**src/rtl/opc_enc.sv**
```systemverilog
// ============================================================================
//  Module   : opc_enc
//  Brief    : One-hot operation encoder and instruction packer. Legal words
//             go into a show-ahead FIFO; illegal codes are dropped and counted.
//  Revision : 1.0 - initial release
// ============================================================================
`default_nettype none

module opc_enc #(
  parameter int DEPTH = 4,
  parameter int PTR_W = 2
) (
  input  logic             clk,
  input  logic             rst_n,
  input  logic             in_valid,
  output logic             in_ready,
  input  logic [19:0]      code_in,
  input  logic [25:0]      fields_in,
  output logic             out_valid,
  input  logic             out_ready,
  output logic [31:0]      instr_out,
  output logic             err_pulse,
  output logic [7:0]       err_cnt,
  output logic [15:0]      issued_cnt,
  output logic [PTR_W:0]   fifo_level
);

  localparam logic [PTR_W:0] FULL_LVL = (PTR_W+1)'(DEPTH);

  logic [PTR_W-1:0] wr_ptr_q, wr_ptr_d;
  logic [PTR_W-1:0] rd_ptr_q, rd_ptr_d;
  logic [PTR_W:0]   level_q, level_d;
  logic             err_pulse_q, err_pulse_d;
  logic [7:0]       err_cnt_q, err_cnt_d;
  logic [15:0]      issued_cnt_q, issued_cnt_d;
  logic [31:0]      mem_q [DEPTH];

  logic       code_legal;
  logic [5:0] opcode;
  logic       accept;
  logic       push;
  logic       pop;

  // Bits 16 and 17 are reserved and never encode an operation.
  always_comb begin
    code_legal = ($countones(code_in) == 1) && !code_in[16] && !code_in[17];
    opcode     = 6'd0;
    for (int k = 0; k < 16; k++) begin
      if (code_in[k]) opcode = 6'(k);
    end
    if (code_in[18]) opcode = 6'd16;
    if (code_in[19]) opcode = 6'd17;
  end

  always_comb begin
    in_ready = (level_q != FULL_LVL);
    out_valid = (level_q != '0);
    accept   = in_valid && in_ready;
    push     = accept && code_legal;
    pop      = out_valid && out_ready;
  end

  always_comb begin
    wr_ptr_d     = wr_ptr_q;
    rd_ptr_d     = rd_ptr_q;
    level_d      = level_q;
    err_pulse_d  = accept && !code_legal;
    err_cnt_d    = err_cnt_q;
    issued_cnt_d = issued_cnt_q;

    if (push) wr_ptr_d = wr_ptr_q + 1'b1;
    if (pop) begin
      rd_ptr_d     = rd_ptr_q + 1'b1;
      issued_cnt_d = issued_cnt_q + 16'd1;
    end

    case ({push, pop})
      2'b10:   level_d = level_q + 1'b1;
      2'b01:   level_d = level_q - 1'b1;
      default: level_d = level_q;
    endcase

    if (accept && !code_legal && (err_cnt_q != 8'hFF)) err_cnt_d = err_cnt_q + 8'd1;
  end

  always_ff @(posedge clk or negedge rst_n) begin
    if (!rst_n) begin
      wr_ptr_q     <= '0;
      rd_ptr_q     <= '0;
      level_q      <= '0;
      err_pulse_q  <= 1'b0;
      err_cnt_q    <= '0;
      issued_cnt_q <= '0;
    end else begin
      wr_ptr_q     <= wr_ptr_d;
      rd_ptr_q     <= rd_ptr_d;
      level_q      <= level_d;
      err_pulse_q  <= err_pulse_d;
      err_cnt_q    <= err_cnt_d;
      issued_cnt_q <= issued_cnt_d;
    end
  end

  // Storage is deliberately left out of reset; occupancy guards its validity.
  always_ff @(posedge clk) begin
    if (push) mem_q[wr_ptr_q] <= {opcode, fields_in};
  end

  always_comb begin
    instr_out  = mem_q[rd_ptr_q];
    err_pulse  = err_pulse_q;
    err_cnt    = err_cnt_q;
    issued_cnt = issued_cnt_q;
    fifo_level = level_q;
  end

endmodule

`default_nettype wire
```
**config.mk**
```make
export PLATFORM = sky130hd
export DESIGN_NAME = opc_enc
export DESIGN_NICKNAME = d
export VERILOG_FILES = /design/src/rtl/opc_enc.sv
export SDC_FILE = /design/constraint.sdc
export NUM_CORES = 1
export LEC_CHECK = 0
export ABC_AREA = 1
export CORE_MARGIN = 2
export CORE_UTILIZATION = 55
export CTS_CLUSTER_DIAMETER = 120
export DETAILED_ROUTE_END_ITERATION = 16
export GPL_ROUTABILITY_DRIVEN = 0
export HOLD_SLACK_MARGIN = 0.15
export PLACE_DENSITY_LB_ADDON = 0.25
export SETUP_SLACK_MARGIN = 0.15
export SLEW_MARGIN = 10
export SYNTH_ARGS = -nofsm -noshare
export SYNTH_HDL_FRONTEND = slang
export SYNTH_SLANG_ARGS = --single-unit
```
**constraint.sdc**
```tcl
create_clock -name clk -period 5 [get_ports clk]
set_clock_uncertainty 0.05 [all_clocks]
set_input_delay 0.75 -clock clk [delete_from_list [all_inputs] [get_ports clk]]
set_output_delay 0.75 -clock clk [all_outputs]
set_load 0.1 [all_outputs]
```
==> run metrics <==
vias per inst=5.28; cell repeated most along the worst path=fa_1; Avg Synthesized Cell Area=12.5 µm²; final wirelength=15000 µm; number of synthesized flops with an enable pin=124; clock tree sinks=156; number of fillers in the final layout=724; Final Hold Vio Count=0; largest cells by area after synthesis=edfxtp_1, dfrtp_1, o21ai_0; Starting Density=56.6%; Rows=40; required time of the critical path=5080 ps; outcome=complete, but fails checks; Seq/Total Area, Yosys=66.3%; Mapped Nets=625; Worst Hold End=issued_cnt[15]; worst hold slack=439 ps; DRC errors left=0; Post-Synthesis Cells=546; top cell type's share of synthesized area=54.6%; min Tclk post-route=5230 ps; Async SR Flop Fraction=20.5%; pre-CTS setup slack=-1060 ps; Worst path slowest cell=fa_1; Cell Area, Synth=0.00682 mm²; Setup crit start=code_in[3]; Ports=112; Worst Setup End Kind=register; Worst Hold Class=register to register; top cells by count, synth=edfxtp_1, nor2_1, o21ai_0; vias in the first global route=4859; Worst setup SP type=input port; routed length per instance=16.8 µm; hold path depth=1; clk_lat worst skew=410 ps; worst slew pin tran=1010 ps; initial drt markers=392; placed insts=835; Yosys top cell by area=edfxtp_1; #FFs+latches synth=156; CORE AREA=0.0121 mm²; drt first pass iters=5; CP Class=input port to register; count of unique library cells instantiated by Yosys=34; Max Clock Freq=191 MHz; fin worst setup slack=-233 ps; # H-tree levels=4; grt ovf=0; Pins Over Slew Limit=0; vias=4718; FF-to-FF setup slack=2820 ps; reg2reg end=fifo_level[2]; unrepaired setup endpoints after global routing=true; max_cap viols=0; CTS tree=built; ant diodes=0; cell with the most instances after synthesis=edfxtp_1; Hold Path Origin=issued_cnt[15]; all-layer global routing usage=22.8%; FF-to-FF path depth=12; Die Y-Extent=115 µm; nets=791; CTS max path bufs=2; die width=115 µm; Final Core Density=78.0%; CTS Root Cell=clkbuf_16; pin count of the biggest net entering global routing=64; clock-pin slew on the worst setup and hold paths=60 ps; Crit path arrival time=5310 ps; fraction of layout cells with a size suffix above 1=23.9%; area grow syn2layout=37.9%; Yosys warnings=0; crit-path cells=buf_2, fa_1, fa_1, fa_1, fa_1, inv_2, fa_1, inv_1, ha_2, fa_1, inv_1, nand4_1, nor3_2, nand3_4, buf_8, buf_8, nor2_4, buf_6, clkbuf_16; Main synth FF type=edfxtp_1; TritonCTS buffer count=17; Die Area=0.0133 mm²; initial antenna violation count=0; Max FO, Critical Path=5; final std cells w/o fill=893; port bufs=110; Critical Path Max Stage Delay=580 ps; r2r startpoint=fifo_level[1]; Detailed Place HPWL=8960 µm; post-route ant nets=0; Setup violations, final=127; Slew HR=32.4%; Final period util=105%; failing checks=negative setup slack; first-pass GRT wire length=22900 µm; hold buffer count at CTS=0
## how the worst max path moves through the flow
stage / endpoint / slack, ps / cells after the start
4_1_cts: fifo_level[1] / -290 / 21
3_3_place_gp: fifo_level[2] / -950 / 22
5_1_grt: fifo_level[1] / -360 / 21
2_1_floorplan: fifo_level[1] / -430 / 19
6_report: mem_q[2][11] / -230 / 19
3_5_place_dp: fifo_level[2] / -1060 / 22
## what timing repair did
action                                  CTS  global route
buffers inserted                         14             3
gates resized for setup                  67            12
pin swaps                                22            15
gates cloned                              2             7
endpoints found under the setup margin  138           138
## through the flow
| stage | setup TNS (ps) | cell area, µm² |
|---|---|---|
| 2_1_floorplan | -53260 | 6910 |
| 3_3_place_gp | -115570 | 8360 |
| 3_5_place_dp | -127880 | 8360 |
| 4_1_cts | -31280 | 9190 |
| 5_1_grt | -37370 | 9410 |
| 6_report | -21500 | 9410 |
## sequential cells by signal, summed over array words and instances, names as in the netlist
| signal | count |
|---|---|
| mem_q | 124 |
| issued_cnt | 16 |
| err_cnt | 8 |
| fifo_level | 3 |
| rd_ptr_q | 2 |
| wr_ptr_q | 2 |
| err_pulse | 1 |
## final cells by class
class,instances,area (µm²),share of cell area (%)
sequential,156,4530,48.1
multi-input combinational,313,2120,22.5
timing repair buffer,167,1780,18.9
clock buffer,19,433,4.60
inverter,57,221,2.35
tap,168,210,2.23
clock inverter,13,125,1.33
## placed cells by master (no fill, tap or decap), types with 5 or more instances in the layout
master	netlist	layout
buf_12	0	8
buf_4	1	48
buf_6	0	25
clkbuf_16	0	23
clkdlybuf4s50_1	0	70
clkinv_2	0	5
dfrtp_1	32	31
edfxtp_1	124	124
fa_1	15	14
ha_1	14	12
inv_1	50	45
inv_2	4	8
nand2_1	41	39
nand3_1	11	8
nand3_2	3	5
nor2_1	84	78
nor2_4	5	10
o21ai_0	65	63
o22ai_1	31	31
xnor2_1	11	11
xor2_1	12	12
## routing by layer
layer | up-vias | track usage (%) | wire length [µm]
li1 | 2219 | - | -
met1 | 2291 | 26.7 | 5930
met2 | 183 | 39.2 | 7930
met3 | 25 | 7.01 | 942
met4 | 0 | 9.24 | 239
met5 | - | 0 | 0
## worst max-delay path, delay by kind of cell
family,cells,cell delay [ps]
adders and majority gates,7,3130
buffers and inverters,8,850
and+or+nand+nor,4,570
## cell families (layout without fill, tap and decap cells)
kind of cell    count (synthesis)  count (layout)  synth area share, %
compound gates                101             101                 8.05
xor+xnor                       24              24                 3.19
fa+ha+maj                      29              29                 6.97
buf+inv                        77             256                 4.33
flops                         156             156                 66.3
mux                             2               2                0.330
other cells                     1               1               0.0550
simple gates                  156             156                 10.8
Power is not shown: default switching activity piles up to over one toggle a cycle in this logic, so the estimate is an artifact.
